`config.mk`:
```
export PLATFORM = sky130hd
export DESIGN_NAME = lsu_mem_stage_flat
export DESIGN_NICKNAME = d
export VERILOG_FILES = /design/src/rtl/lsu_mem_stage_if.sv /design/src/rtl/lsu_mem_stage.sv /design/src/flat_wrapper.sv
export SDC_FILE = /design/constraint.sdc
export NUM_CORES = 1
export LEC_CHECK = 0
export BUFFER_PORTS_ARGS = -buffer_cell sky130_fd_sc_hd__buf_2
export CORE_ASPECT_RATIO = 1.75
export CORE_MARGIN = 2
export CORE_UTILIZATION = 50
export CTS_CLUSTER_DIAMETER = 150
export CTS_CLUSTER_SIZE = 14
export DETAILED_ROUTE_END_ITERATION = 7
export PLACE_DENSITY_LB_ADDON = 0.2
export SYNTH_ARGS = -nofsm -noshare
export SYNTH_HDL_FRONTEND = slang
export SYNTH_SLANG_ARGS = --single-unit
```
`constraint.sdc`:
```
create_clock -name clk -period 5.1 [get_ports clk]
set_input_delay 0.765 -clock clk [delete_from_list [all_inputs] [get_ports clk]]
set_output_delay 0.765 -clock clk [all_outputs]
set_load 0.02 [all_outputs]
```
`src/rtl/lsu_mem_stage_if.sv`:
```
// ---------------------------------------------------------------------------
// lsu_mem_stage_if
//   Bundles the three buses around the memory stage:
//     ex_*    execute -> memory stage instruction hand-off (ex_ready back-pressure)
//     dmem_*  data-memory request/ack channel
//     wb_*    writeback result plus the misaligned / access_fault status pulses
//   modport slave  : the memory stage itself
//   modport master : the environment (execute stage, data memory, writeback)
// ---------------------------------------------------------------------------
interface lsu_mem_stage_if #(
  parameter int DATA_WIDTH    = 32,
  parameter int RF_ADDR_WIDTH = 5
);
  logic                     ex_valid;
  logic                     ex_ready;
  logic                     ex_mem_read;
  logic                     ex_mem_write;
  logic                     ex_reg_write;
  logic [2:0]               ex_funct3;
  logic [DATA_WIDTH-1:0]    ex_alu_result;
  logic [DATA_WIDTH-1:0]    ex_store_data;
  logic [RF_ADDR_WIDTH-1:0] ex_rd;

  logic                     dmem_req;
  logic                     dmem_we;
  logic [DATA_WIDTH-1:0]    dmem_addr;
  logic [DATA_WIDTH-1:0]    dmem_wdata;
  logic [3:0]               dmem_be;
  logic                     dmem_ack;
  logic [DATA_WIDTH-1:0]    dmem_rdata;

  logic                     wb_valid;
  logic                     wb_we;
  logic [RF_ADDR_WIDTH-1:0] wb_rd;
  logic [DATA_WIDTH-1:0]    wb_data;
  logic                     misaligned;
  logic                     access_fault;

  modport slave (
    input  ex_valid, ex_mem_read, ex_mem_write, ex_reg_write,
    input  ex_funct3, ex_alu_result, ex_store_data, ex_rd,
    output ex_ready,
    output dmem_req, dmem_we, dmem_addr, dmem_wdata, dmem_be,
    input  dmem_ack, dmem_rdata,
    output wb_valid, wb_we, wb_rd, wb_data, misaligned, access_fault
  );

  modport master (
    output ex_valid, ex_mem_read, ex_mem_write, ex_reg_write,
    output ex_funct3, ex_alu_result, ex_store_data, ex_rd,
    input  ex_ready,
    input  dmem_req, dmem_we, dmem_addr, dmem_wdata, dmem_be,
    output dmem_ack, dmem_rdata,
    input  wb_valid, wb_we, wb_rd, wb_data, misaligned, access_fault
  );
endinterface

```
`src/rtl/lsu_mem_stage.sv`:
```
// ---------------------------------------------------------------------------
// lsu_mem_stage
//   Memory stage behind the ALU. Non-memory results pass straight through to
//   writeback one cycle after acceptance. Loads/stores are decoded on accept:
//   illegal or misaligned accesses retire immediately with a status pulse,
//   legal ones open a req/ack transaction and stall execute until it closes
//   (ack) or the wait timer expires (access_fault).
//
//   Ports
//     clk    in  rising-edge clock
//     reset  in  asynchronous, active-high
//     bus    lsu_mem_stage_if.slave : ex_*, dmem_*, wb_*, misaligned, access_fault
//
//   state | meaning
//   IDLE  | no transaction open, ex_ready=1, accepts one instruction per cycle
//   BUSY  | dmem_req held with latched fields, waiting for ack or timeout
// ---------------------------------------------------------------------------
module lsu_mem_stage #(
  parameter int DATA_WIDTH    = 32,
  parameter int RF_ADDR_WIDTH = 5,
  parameter int MAX_WAIT      = 16
) (
  input logic          clk,
  input logic          reset,
  lsu_mem_stage_if.slave bus
);

  localparam logic [0:0] ST_IDLE = 1'b0;
  localparam logic [0:0] ST_BUSY = 1'b1;

  // Wait timer is a down-counter: loaded with MAX_WAIT-1 on entry to BUSY,
  // timeout fires when it reads zero in a cycle without ack.
  localparam int            CW       = (MAX_WAIT > 2) ? $clog2(MAX_WAIT) : 1;
  localparam logic [CW-1:0] CNT_LOAD = (MAX_WAIT > 0) ? CW'(MAX_WAIT - 1) : '0;

  logic [0:0]               state_q, state_d;
  logic                     we_q, we_d;
  logic [DATA_WIDTH-1:0]    addr_q, addr_d;
  logic [DATA_WIDTH-1:0]    wdata_q, wdata_d;
  logic [3:0]               be_q, be_d;
  logic [2:0]               f3_q, f3_d;
  logic [1:0]               off_q, off_d;
  logic [RF_ADDR_WIDTH-1:0] rd_q, rd_d;
  logic [CW-1:0]            cnt_q, cnt_d;
  logic                     wb_valid_q, wb_valid_d;
  logic                     wb_we_q, wb_we_d;
  logic [RF_ADDR_WIDTH-1:0] wb_rd_q, wb_rd_d;
  logic [DATA_WIDTH-1:0]    wb_data_q, wb_data_d;
  logic                     mis_q, mis_d;
  logic                     fault_q, fault_d;

  logic                  accept;
  logic                  is_mem;
  logic                  illegal;
  logic                  misal;
  logic [3:0]            st_be;
  logic [DATA_WIDTH-1:0] st_wdata;
  logic [DATA_WIDTH-1:0] lane;
  logic [DATA_WIDTH-1:0] load_ext;

  assign accept = bus.ex_valid & (state_q == ST_IDLE);
  assign is_mem = bus.ex_mem_read | bus.ex_mem_write;

  always_comb begin
    illegal = (bus.ex_mem_read & bus.ex_mem_write)
            | (bus.ex_mem_read & ((bus.ex_funct3 == 3'b011) | (bus.ex_funct3 == 3'b110) |
                                  (bus.ex_funct3 == 3'b111)))
            | (bus.ex_mem_write & (bus.ex_funct3 > 3'b010));
    misal   = ((bus.ex_funct3[1:0] == 2'b01) & bus.ex_alu_result[0])
            | ((bus.ex_funct3[1:0] == 2'b10) & (bus.ex_alu_result[1:0] != 2'b00));
  end

  // Store lanes are replicated so the byte enables alone select the target bytes.
  always_comb begin
    st_be    = 4'b1111;
    st_wdata = '0;
    if (bus.ex_mem_write) begin
      case (bus.ex_funct3[1:0])
        2'b00: begin
          st_be    = 4'b0001 << bus.ex_alu_result[1:0];
          st_wdata = {4{bus.ex_store_data[7:0]}};
        end
        2'b01: begin
          st_be    = 4'b0011 << bus.ex_alu_result[1:0];
          st_wdata = {2{bus.ex_store_data[15:0]}};
        end
        default: begin
          st_be    = 4'b1111;
          st_wdata = bus.ex_store_data;
        end
      endcase
    end
  end

  // LW is always word-aligned here, so lane equals rdata for it.
  always_comb begin
    lane = bus.dmem_rdata >> {off_q, 3'b000};
    case (f3_q)
      3'b000:  load_ext = {{24{lane[7]}}, lane[7:0]};
      3'b001:  load_ext = {{16{lane[15]}}, lane[15:0]};
      3'b100:  load_ext = {24'b0, lane[7:0]};
      3'b101:  load_ext = {16'b0, lane[15:0]};
      default: load_ext = lane;
    endcase
  end

  always_comb begin
    state_d    = state_q;
    we_d       = we_q;
    addr_d     = addr_q;
    wdata_d    = wdata_q;
    be_d       = be_q;
    f3_d       = f3_q;
    off_d      = off_q;
    rd_d       = rd_q;
    cnt_d      = cnt_q;
    wb_valid_d = 1'b0;
    wb_we_d    = 1'b0;
    wb_rd_d    = wb_rd_q;
    wb_data_d  = wb_data_q;
    mis_d      = 1'b0;
    fault_d    = 1'b0;

    case (state_q)
      ST_IDLE: begin
        if (accept) begin
          wb_rd_d = bus.ex_rd;
          if (!is_mem) begin
            wb_valid_d = 1'b1;
            wb_we_d    = bus.ex_reg_write & (bus.ex_rd != '0);
            wb_data_d  = bus.ex_alu_result;
          end else if (illegal) begin
            wb_valid_d = 1'b1;
            fault_d    = 1'b1;
            wb_data_d  = bus.ex_alu_result;
          end else if (misal) begin
            wb_valid_d = 1'b1;
            mis_d      = 1'b1;
            wb_data_d  = bus.ex_alu_result;
          end else begin
            state_d = ST_BUSY;
            we_d    = bus.ex_mem_write;
            addr_d  = {bus.ex_alu_result[DATA_WIDTH-1:2], 2'b00};
            wdata_d = st_wdata;
            be_d    = st_be;
            f3_d    = bus.ex_funct3;
            off_d   = bus.ex_alu_result[1:0];
            rd_d    = bus.ex_rd;
            cnt_d   = CNT_LOAD;
          end
        end
      end
      ST_BUSY: begin
        // ack in the terminal-count cycle still completes normally
        if (bus.dmem_ack) begin
          state_d    = ST_IDLE;
          wb_valid_d = 1'b1;
          wb_rd_d    = rd_q;
          if (!we_q) begin
            wb_we_d   = (rd_q != '0);
            wb_data_d = load_ext;
          end
        end else if ((MAX_WAIT != 0) && (cnt_q == '0)) begin
          state_d    = ST_IDLE;
          wb_valid_d = 1'b1;
          wb_rd_d    = rd_q;
          fault_d    = 1'b1;
        end else begin
          cnt_d = cnt_q - CW'(1);
        end
      end
      default: state_d = ST_IDLE;
    endcase
  end

  always_ff @(posedge clk or posedge reset) begin
    if (reset) begin
      state_q    <= ST_IDLE;
      we_q       <= 1'b0;
      addr_q     <= '0;
      wdata_q    <= '0;
      be_q       <= '0;
      f3_q       <= '0;
      off_q      <= '0;
      rd_q       <= '0;
      cnt_q      <= '0;
      wb_valid_q <= 1'b0;
      wb_we_q    <= 1'b0;
      wb_rd_q    <= '0;
      wb_data_q  <= '0;
      mis_q      <= 1'b0;
      fault_q    <= 1'b0;
    end else begin
      state_q    <= state_d;
      we_q       <= we_d;
      addr_q     <= addr_d;
      wdata_q    <= wdata_d;
      be_q       <= be_d;
      f3_q       <= f3_d;
      off_q      <= off_d;
      rd_q       <= rd_d;
      cnt_q      <= cnt_d;
      wb_valid_q <= wb_valid_d;
      wb_we_q    <= wb_we_d;
      wb_rd_q    <= wb_rd_d;
      wb_data_q  <= wb_data_d;
      mis_q      <= mis_d;
      fault_q    <= fault_d;
    end
  end

  // Request is derived from the state register, so an async reset drops it at once.
  assign bus.ex_ready     = (state_q == ST_IDLE) & ~reset;
  assign bus.dmem_req     = (state_q == ST_BUSY);
  assign bus.dmem_we      = we_q;
  assign bus.dmem_addr    = addr_q;
  assign bus.dmem_wdata   = wdata_q;
  assign bus.dmem_be      = be_q;
  assign bus.wb_valid     = wb_valid_q;
  assign bus.wb_we        = wb_we_q;
  assign bus.wb_rd        = wb_rd_q;
  assign bus.wb_data      = wb_data_q;
  assign bus.misaligned   = mis_q;
  assign bus.access_fault = fault_q;

endmodule

```
`src/flat_wrapper.sv`:
```
// flat-port wrapper written by rule: the top's interface ports become plain ports
module lsu_mem_stage_flat 
#(
  parameter int DATA_WIDTH    = 32,
  parameter int RF_ADDR_WIDTH = 5,
  parameter int MAX_WAIT      = 16
)
  (clk, reset, bus_ex_valid, bus_ex_mem_read, bus_ex_mem_write, bus_ex_reg_write, bus_ex_funct3, bus_ex_alu_result, bus_ex_store_data, bus_ex_rd, bus_ex_ready, bus_dmem_req, bus_dmem_we, bus_dmem_addr, bus_dmem_wdata, bus_dmem_be, bus_dmem_ack, bus_dmem_rdata, bus_wb_valid, bus_wb_we, bus_wb_rd, bus_wb_data, bus_misaligned, bus_access_fault);
  lsu_mem_stage_if #(.DATA_WIDTH(DATA_WIDTH), .RF_ADDR_WIDTH(RF_ADDR_WIDTH)) bus_i ();
  input logic clk;
  input logic reset;
  input wire logic [$bits(bus_i.ex_valid)-1:0] bus_ex_valid;
  input wire logic [$bits(bus_i.ex_mem_read)-1:0] bus_ex_mem_read;
  input wire logic [$bits(bus_i.ex_mem_write)-1:0] bus_ex_mem_write;
  input wire logic [$bits(bus_i.ex_reg_write)-1:0] bus_ex_reg_write;
  input wire logic [$bits(bus_i.ex_funct3)-1:0] bus_ex_funct3;
  input wire logic [$bits(bus_i.ex_alu_result)-1:0] bus_ex_alu_result;
  input wire logic [$bits(bus_i.ex_store_data)-1:0] bus_ex_store_data;
  input wire logic [$bits(bus_i.ex_rd)-1:0] bus_ex_rd;
  output wire logic [$bits(bus_i.ex_ready)-1:0] bus_ex_ready;
  output wire logic [$bits(bus_i.dmem_req)-1:0] bus_dmem_req;
  output wire logic [$bits(bus_i.dmem_we)-1:0] bus_dmem_we;
  output wire logic [$bits(bus_i.dmem_addr)-1:0] bus_dmem_addr;
  output wire logic [$bits(bus_i.dmem_wdata)-1:0] bus_dmem_wdata;
  output wire logic [$bits(bus_i.dmem_be)-1:0] bus_dmem_be;
  input wire logic [$bits(bus_i.dmem_ack)-1:0] bus_dmem_ack;
  input wire logic [$bits(bus_i.dmem_rdata)-1:0] bus_dmem_rdata;
  output wire logic [$bits(bus_i.wb_valid)-1:0] bus_wb_valid;
  output wire logic [$bits(bus_i.wb_we)-1:0] bus_wb_we;
  output wire logic [$bits(bus_i.wb_rd)-1:0] bus_wb_rd;
  output wire logic [$bits(bus_i.wb_data)-1:0] bus_wb_data;
  output wire logic [$bits(bus_i.misaligned)-1:0] bus_misaligned;
  output wire logic [$bits(bus_i.access_fault)-1:0] bus_access_fault;
  assign bus_i.ex_valid = bus_ex_valid;
  assign bus_i.ex_mem_read = bus_ex_mem_read;
  assign bus_i.ex_mem_write = bus_ex_mem_write;
  assign bus_i.ex_reg_write = bus_ex_reg_write;
  assign bus_i.ex_funct3 = bus_ex_funct3;
  assign bus_i.ex_alu_result = bus_ex_alu_result;
  assign bus_i.ex_store_data = bus_ex_store_data;
  assign bus_i.ex_rd = bus_ex_rd;
  assign bus_ex_ready = bus_i.ex_ready;
  assign bus_dmem_req = bus_i.dmem_req;
  assign bus_dmem_we = bus_i.dmem_we;
  assign bus_dmem_addr = bus_i.dmem_addr;
  assign bus_dmem_wdata = bus_i.dmem_wdata;
  assign bus_dmem_be = bus_i.dmem_be;
  assign bus_i.dmem_ack = bus_dmem_ack;
  assign bus_i.dmem_rdata = bus_dmem_rdata;
  assign bus_wb_valid = bus_i.wb_valid;
  assign bus_wb_we = bus_i.wb_we;
  assign bus_wb_rd = bus_i.wb_rd;
  assign bus_wb_data = bus_i.wb_data;
  assign bus_misaligned = bus_i.misaligned;
  assign bus_access_fault = bus_i.access_fault;
  lsu_mem_stage #(.DATA_WIDTH(DATA_WIDTH), .RF_ADDR_WIDTH(RF_ADDR_WIDTH), .MAX_WAIT(MAX_WAIT)) u_core (.clk(clk), .reset(reset), .bus(bus_i));
endmodule
```
==> flow_metrics.py, run 1 <==
metrics = {
    "yosys": {
        "syn_area_per_cell_um2": 10.8,
        "synth_top_area_share": 0.499,
        "synthCells": 569,
        "synth_seq_cells": 123,
        "synth_area_mm2": 0.00616,
        "ys_warn_count": 0,
        "yosys.area.top_type": "dfrtp_1",
        "seq_area_frac_synth": 0.499,
        "synth.area.top_cells": "dfrtp_1 50%, mux2_1 13%, mux2_2 6.6%",
        "ys_types": 41,
    },
    "setup_path": {
        "slowest_stage": "a211o_4",
        "slowest_delay_ns": 0.64,
        "crit_arrival_ns": 3.37,
        "r2r_cells": 4,
        "path_class": "in -> reg",
        "start_kind": "input pin",
        "cp.required_ns": 5.39,
        "path_cells": "buf_2 -> nand2b_1 -> o32a_1 -> a211o_4 -> buf_4 -> mux2_1",
        "crit_fanout": 60,
        "critPathCaptureType": "flop",
    },
    "drt": {
        "totalWireLength_um": 17000,
        "vias": 5153,
        "drt-initial-drc-count": 205,
        "wl_per_cell_um": 17.9,
        "vias_per_cell": 5.41,
        "ant_nets": 0,
        "dr.pass1.iters": 4,
        "drc_errors": 0,
    },
    "floorplan": {
        "dieArea_mm2": 0.0133,
        "ios": 223,
        "row_count": 53,
        "die_x_um": 87.9,
        "die_h_um": 151,
        "core_mm2": 0.0120,
        "initial_core_util": 0.514,
    },
    "placement": {
        "place_inst": 920,
        "place_area_mm2": 0.00730,
        "numPortBuffers": 220,
        "place_congestion": 0.859,
        "dp_hpwl_um": 12600,
    },
    "grt": {
        "grt_max_degree": 84,
        "grt_pass1_vias": 5133,
        "grt_usage": 0.259,
        "overflow": 0,
        "grt_pass1_wl_um": 26000,
        "antenna_found_initial": 0,
    },
    "cts": {
        "cts_tree": "built",
        "root_buffer": "clkbuf_16",
        "path_clk_slew_ns": 0.06,
        "numCtsBuffers": 17,
        "clk_latency_ns": 0.41,
        "post_cts_buffers": 0,
        "cts.sinks": 123,
        "cts_resized": 0,
        "htreeDepth": 4,
        "cts.hold.buffers_added": 0,
        "clock_path_buffers": 2,
    },
    "timing": {
        "tns_ns": 0,
        "fin_crit_sh": 0.605,
        "grt_setup_unrepaired": "no",
        "tightest_slew_ns": 1.16,
        "setup_viol": 0,
        "slew_headroom": 0.227,
        "fmax_ghz": 0.324,
        "min_period_ns": 3.09,
        "hold_ws_ns": 0.479,
        "hold_violations": 0,
        "finClkSkew_ns": 0.00759,
        "slew_viol_final": 0,
    },
    "layout": {
        "drive_gt1_frac": 0.379,
        "antenna_cells": 0,
        "final_cell_area_mm2": 0.00791,
        "regArea_mm2": 0.00308,
        "multi_input_area_mm2": 0.00286,
        "fillers": 970,
        "area_growth_pct": 28.4,
        "nNetsFinal": 886,
        "final_cells": 952,
    },
    "power_and_ir_drop": {
        "p_leak_nw": 3.88,
        "p_seq_frac": 0.369,
        "power_density_mw_per_mm2": 508,
        "p_comb_frac": 0.322,
        "internal-power_w": 0.00257,
        "ir_drop_mv": 0.247,
        "switchingPower_w": 0.00145,
        "p_sw_frac": 0.361,
        "clkPwrFrac": 0.309,
    },
    "outcome": {
        "status": "finished, final reports clean",
    },
    "job": {
        "drv_cap": 0,
    },
    "worst_hold_path": {
        "hp-class": "reg -> reg",
        "holdPathStages": 1,
    },
}
==> power groups by stage <==
stage	clock network, W	registers, W	logic [W]
finish	0.00124	0.00148	0.00129
global placement	0	0.00148	0.00127
detailed placement	0	0.00150	0.00130
floorplan	0	0.00175	0.000552
global route	0.00131	0.00152	0.00140
CTS	0.00126	0.00148	0.00131
==> per-stage QoR <==
step / utilization / total power [W] / setup slack [ns]
6_report: 0.659 / 0.00402 / 2.01
5_1_grt: 0.659 / 0.00423 / 1.81
4_1_cts: 0.659 / 0.00405 / 2.03
3_5_place_dp: 0.609 / 0.00280 / 1.60
3_3_place_gp: 0.609 / 0.00275 / 1.71
2_1_floorplan: - / 0.00230 / 1.06
==> synth_stat cells, drive strengths merged <==
cell	count
mux2i	30
a221o	8
a2111oi	1
inv	6
o2111ai	1
and3	1
a211o	8
a211oi	1
buf	25
xnor2	3
nand3b	2
dfrtp	123
nor3b	2
nor2	40
o2bb2ai	1
a22oi	9
nand2	93
o21ai	57
mux2	105
conb	1
nor4	2
o32a	1
clkbuf	14
nand3	1
xor2	1
mux4	1
or4	2
a21oi	18
nor2b	4
ha	1
or3	3
nor3	2
nand2b	2
==> cell type report <==
| class | instances | area share |
|---|---|---|
| clock buffer | 19 | 0.0560 |
| clock inverter | 13 | 0.0210 |
| inverter | 6 | 0.00316 |
| multi-input combinational | 402 | 0.362 |
| sequential | 123 | 0.389 |
| tap | 165 | 0.0261 |
| timing repair buffer | 224 | 0.143 |
==> flip-flops by register name, summed over array words and instances (netlist names), 2 cells and up <==
name and flops:
u_core.off_q 2, u_core.f3_q 3, u_core.bus.dmem_addr 30, u_core.bus.wb_data 32, u_core.bus.dmem_wdata 32, u_core.rd_q 5
u_core.cnt_q 4, u_core.bus.dmem_be 4, u_core.bus.wb_rd 5
==> cell families after synthesis <==
group | Yosys count | share of synthesized area
compound gates | 105 | 0.104
xor+xnor | 4 | 0.00568
mux | 136 | 0.244
flops | 123 | 0.499
buf+inv | 45 | 0.0400
simple gates | 154 | 0.105
other cells | 1 | 0.000608
fa+ha+maj | 1 | 0.00203
==> metal layers <==
| layer | vias to the layer above | global-route usage | wire, um |
|---|---|---|---|
| li1 | 2409 | - | - |
| met1 | 2492 | 0.283 | 6310 |
| met2 | 221 | 0.470 | 9130 |
| met3 | 31 | 0.0545 | 1060 |
| met4 | 0 | 0.112 | 503 |
| met5 | - | 0 | 0 |
==> path summary, 6_finish.rpt <==
path                                                    start                            endpoint  slack (ns)
min in group asynchronous                               reset     u_core.bus.wb_rd[2]$_DFFE_PP0P_        0.59
max in group asynchronous                               reset   u_core.bus.wb_data[1]$_DFFE_PP0P_        3.35
max reg2reg                       u_core.off_q[1]$_DFFE_PP0P_  u_core.bus.wb_data[12]$_DFFE_PP0P_        2.36
min reg2reg                u_core.bus.wb_data[27]$_DFFE_PP0P_  u_core.bus.wb_data[27]$_DFFE_PP0P_        0.48
min                        u_core.bus.wb_data[27]$_DFFE_PP0P_  u_core.bus.wb_data[27]$_DFFE_PP0P_        0.48
max                                          bus_ex_funct3[1]          u_core.f3_q[1]$_DFFE_PP0P_        2.01
==> critical path: cells and delay by family <==
| family | cells | cell delay (ns) |
|---|---|---|
| buffers and inverters | 2 | 1.02 |
| muxes | 1 | 0.39 |
| AOI/OAI and AO/OA | 2 | 0.89 |
| and+or+nand+nor | 1 | 0.27 |
==> cells in the final DEF, fill, tap and decap left out, types with 7 or more instances in the layout <==
| cell type | instances |
|---|---|
| a211o_1 | 7 |
| mux2_1 | 69 |
| nor2_1 | 40 |
| o21ai_1 | 36 |
| dfrtp_1 | 123 |
| mux2i_1 | 30 |
| o21ai_0 | 20 |
| a21oi_1 | 18 |
| a22oi_1 | 9 |
| nand2_1 | 93 |
| clkbuf_16 | 17 |
| buf_2 | 220 |
| a221o_1 | 8 |
| mux2_2 | 36 |
No activity file was read; power rests on OpenSTA's default activity.
==> inputs of run 2 (changes only) <==
--- a/config.mk
+++ b/config.mk
@@ -5,10 +5,11 @@
 export SDC_FILE = /design/constraint.sdc
 export NUM_CORES = 1
 export LEC_CHECK = 0
+export ABC_AREA = 1
 export BUFFER_PORTS_ARGS = -buffer_cell sky130_fd_sc_hd__buf_2
 export CORE_ASPECT_RATIO = 1.75
 export CORE_MARGIN = 2
-export CORE_UTILIZATION = 50
+export CORE_UTILIZATION = 46
 export CTS_CLUSTER_DIAMETER = 150
 export CTS_CLUSTER_SIZE = 14
 export DETAILED_ROUTE_END_ITERATION = 7
==> constraint.sdc (replaced) <==
create_clock -name clk -period 2.7 [get_ports clk]
set_input_delay 0.405 -clock clk [delete_from_list [all_inputs] [get_ports clk]]
set_output_delay 0.405 -clock clk [all_outputs]
set_load 0.02 [all_outputs]
==> run 2 against run 1 <==
Effect of this change:
- clock skew rose by 0.0015 ns
- cell count rose by 34%
- synthesized area rose by 3.7%
- largest cell class unchanged
- clock-buffer cell count fell by 1
- worst setup slack got worse by 1.3 ns
- highest routed layer unchanged
==> flow_metrics.py, run 2 <==
metrics = {
    "setup_path": {
        "crit_path_start": "u_core.bus.dmem_req$_DFF_PP0_",
        "path_class": "reg -> out",
        "cp.required_ns": 2.30,
        "crit_arrival_ns": 1.57,
        "r2r-start": "u_core.off_q[1]$_DFFE_PP0P_",
        "path_cells": "buf_4 -> buf_2",
        "start_kind": "flop",
        "slowest_delay_ns": 0.47,
        "critPathCaptureType": "primary output",
        "slowest_stage": "dfrtp_1",
        "crit_fanout": 41,
    },
    "drt": {
        "wl_per_cell_um": 15.7,
        "totalWireLength_um": 19900,
        "ant_nets": 0,
        "vias": 6478,
        "vias_per_cell": 5.09,
        "drc_errors": 0,
        "drt-initial-drc-count": 369,
        "dr.pass1.iters": 5,
    },
    "yosys": {
        "ys_types": 32,
        "yosysMostFrequentCell": "nand2_1",
        "synthCells": 878,
        "synth_area_mm2": 0.00639,
        "ys_warn_count": 0,
        "synth.area.top_cells": "dfrtp_1 48%, nand2_1 23%, nand3_1 5.8%",
        "synth_edf_count": 0,
        "seq_area_frac_synth": 0.482,
        "synth_seq_cells": 123,
        "synth_top_area_share": 0.482,
        "ys_top_cells_by_count": "400 x nand2_1, 123 x dfrtp_1, 74 x nand3_1, 58 x nor2_1, 31 x o21ai_1",
        "synth_top_flop_cell": "dfrtp_1",
        "yosys.area.top_type": "dfrtp_1",
        "async_flop_share": 1.00,
        "syn_area_per_cell_um2": 7.28,
    },
    "cts": {
        "post_cts_buffers": 0,
        "cts.hold.buffers_added": 0,
        "cts_resized": 0,
        "htreeDepth": 4,
        "root_buffer": "clkbuf_16",
        "path_clk_slew_ns": 0.06,
        "numCtsBuffers": 17,
        "cts_tree": "built",
        "cts.sinks": 123,
        "clock_path_buffers": 2,
        "clk_latency_ns": 0.41,
    },
    "floorplan": {
        "core_mm2": 0.0138,
        "row_count": 57,
        "dieArea_mm2": 0.0149,
        "initial_core_util": 0.464,
        "ios": 223,
        "die_x_um": 93.1,
        "die_h_um": 160,
    },
    "grt": {
        "grt_usage": 0.272,
        "antenna_found_initial": 0,
        "grt_pass1_wl_um": 31300,
        "grt_pass1_vias": 6261,
        "grt_max_degree": 56,
        "overflow": 0,
    },
    "worst_hold_path": {
        "hp-class": "in -> async",
    },
    "job": {
        "drv_cap": 0,
    },
    "timing": {
        "tns_ns": 0,
        "min_period_ns": 1.98,
        "fmax_ghz": 0.505,
        "slew_headroom": 0.407,
        "setup_viol": 0,
        "hold_violations": 0,
        "finClkSkew_ns": 0.00913,
        "fin_crit_sh": 0.733,
        "grt_setup_unrepaired": "no",
        "tightest_slew_ns": 0.888,
        "slew_viol_final": 0,
    },
    "layout": {
        "nNetsFinal": 1197,
        "final_cell_area_mm2": 0.00819,
        "fillers": 1351,
        "drive_gt1_frac": 0.277,
        "final_cells": 1273,
        "final_common_cell": "nand2_1",
        "antenna_cells": 0,
        "fin_util": 0.595,
        "layout_common_cells": "400 x nand2_1, 220 x buf_2, 123 x dfrtp_1",
        "area_growth_pct": 28.1,
    },
    "placement": {
        "place_congestion": 0.912,
        "dp_hpwl_um": 15100,
        "place_area_mm2": 0.00763,
        "numPortBuffers": 220,
        "place_inst": 1243,
    },
    "power_and_ir_drop": {
        "power.total_w": 0.00756,
        "p_sw_frac": 0.391,
        "p_leak_nw": 4.60,
        "clkPwrFrac": 0.286,
        "ir_drop_mv": 0.517,
        "power_density_mw_per_mm2": 924,
        "p_seq_frac": 0.355,
        "internal-power_w": 0.00461,
        "p_comb_frac": 0.358,
        "switchingPower_w": 0.00296,
    },
    "outcome": {
        "status": "finished, final reports clean",
    },
}
run 2: final timing paths:
check	endpoint	slack [ns]	cells past startpoint
worst max-delay path	bus_dmem_req	0.72	2
worst min register to register	u_core.bus.dmem_wdata[9]$_DFFE_PP0P_	0.46	2
max in group asynchronous	u_core.bus.dmem_wdata[26]$_DFFE_PP0P_	1.81	3
worst min-delay path	u_core.bus.wb_rd[0]$_DFFE_PP0P_	0.17	2
min in group clk	u_core.bus.dmem_addr[18]$_DFFE_PP0P_	0.21	3
worst max register to register	u_core.bus.wb_data[24]$_DFFE_PP0P_	0.87	7
run 2: power groups by stage:
stage	clock network (W)	registers, W	logic (W)
global placement	0	0.00271	0.00269
CTS	0.00220	0.00269	0.00273
finish	0.00217	0.00269	0.00271
floorplan	0	0.00325	0.00121
detailed placement	0	0.00271	0.00273
global route	0.00228	0.00275	0.00300
run 2: metrics by stage:
stage	hold slack (ns)	setup slack, ns
2_1_floorplan	0.465	0.784
3_3_place_gp	0.449	0.765
3_5_place_dp	0.453	0.671
4_1_cts	0.187	0.719
5_1_grt	0.214	0.652
6_report	0.172	0.722
run 2: logic make-up (layout without fill, tap and decap cells):
logic type / after synthesis / count (layout) / share of synthesized area
AO/OA/AOI/OAI: 84 / 84 / 0.0703
XOR/XNOR: 2 / 2 / 0.00274
adder cells (fa/ha/maj): 1 / 1 / 0.00196
buffers and inverters: 85 / 302 / 0.0666
flip-flops: 123 / 123 / 0.482
other: 1 / 2 / 0.000587
AND/OR/NAND/NOR: 582 / 582 / 0.376
run 2: layer usage:
metal,track usage,vias to the layer above,wire length (um)
li1,-,3185,-
met2,0.485,264,10600
met4,0.152,0,935
met1,0.297,2979,7050
met5,0,-,0
met3,0.0495,50,1360
run 2: worst max-delay path, delay by kind of cell (launching register included):
kind	cells	cell delay [ns]
buffers and inverters	2	0.68
flip-flops	1	0.47
run 2: layout make-up:
class / count / area [um^2] / area share
Tap cell: 177 / 221 / 0.0271
Inverter: 34 / 136 / 0.0167
Clock buffer: 18 / 429 / 0.0524
Sequential cell: 123 / 3080 / 0.376
Timing Repair Buffer: 238 / 1290 / 0.157
Multi-Input combinational cell: 671 / 2910 / 0.355
Clock inverter: 12 / 128 / 0.0156
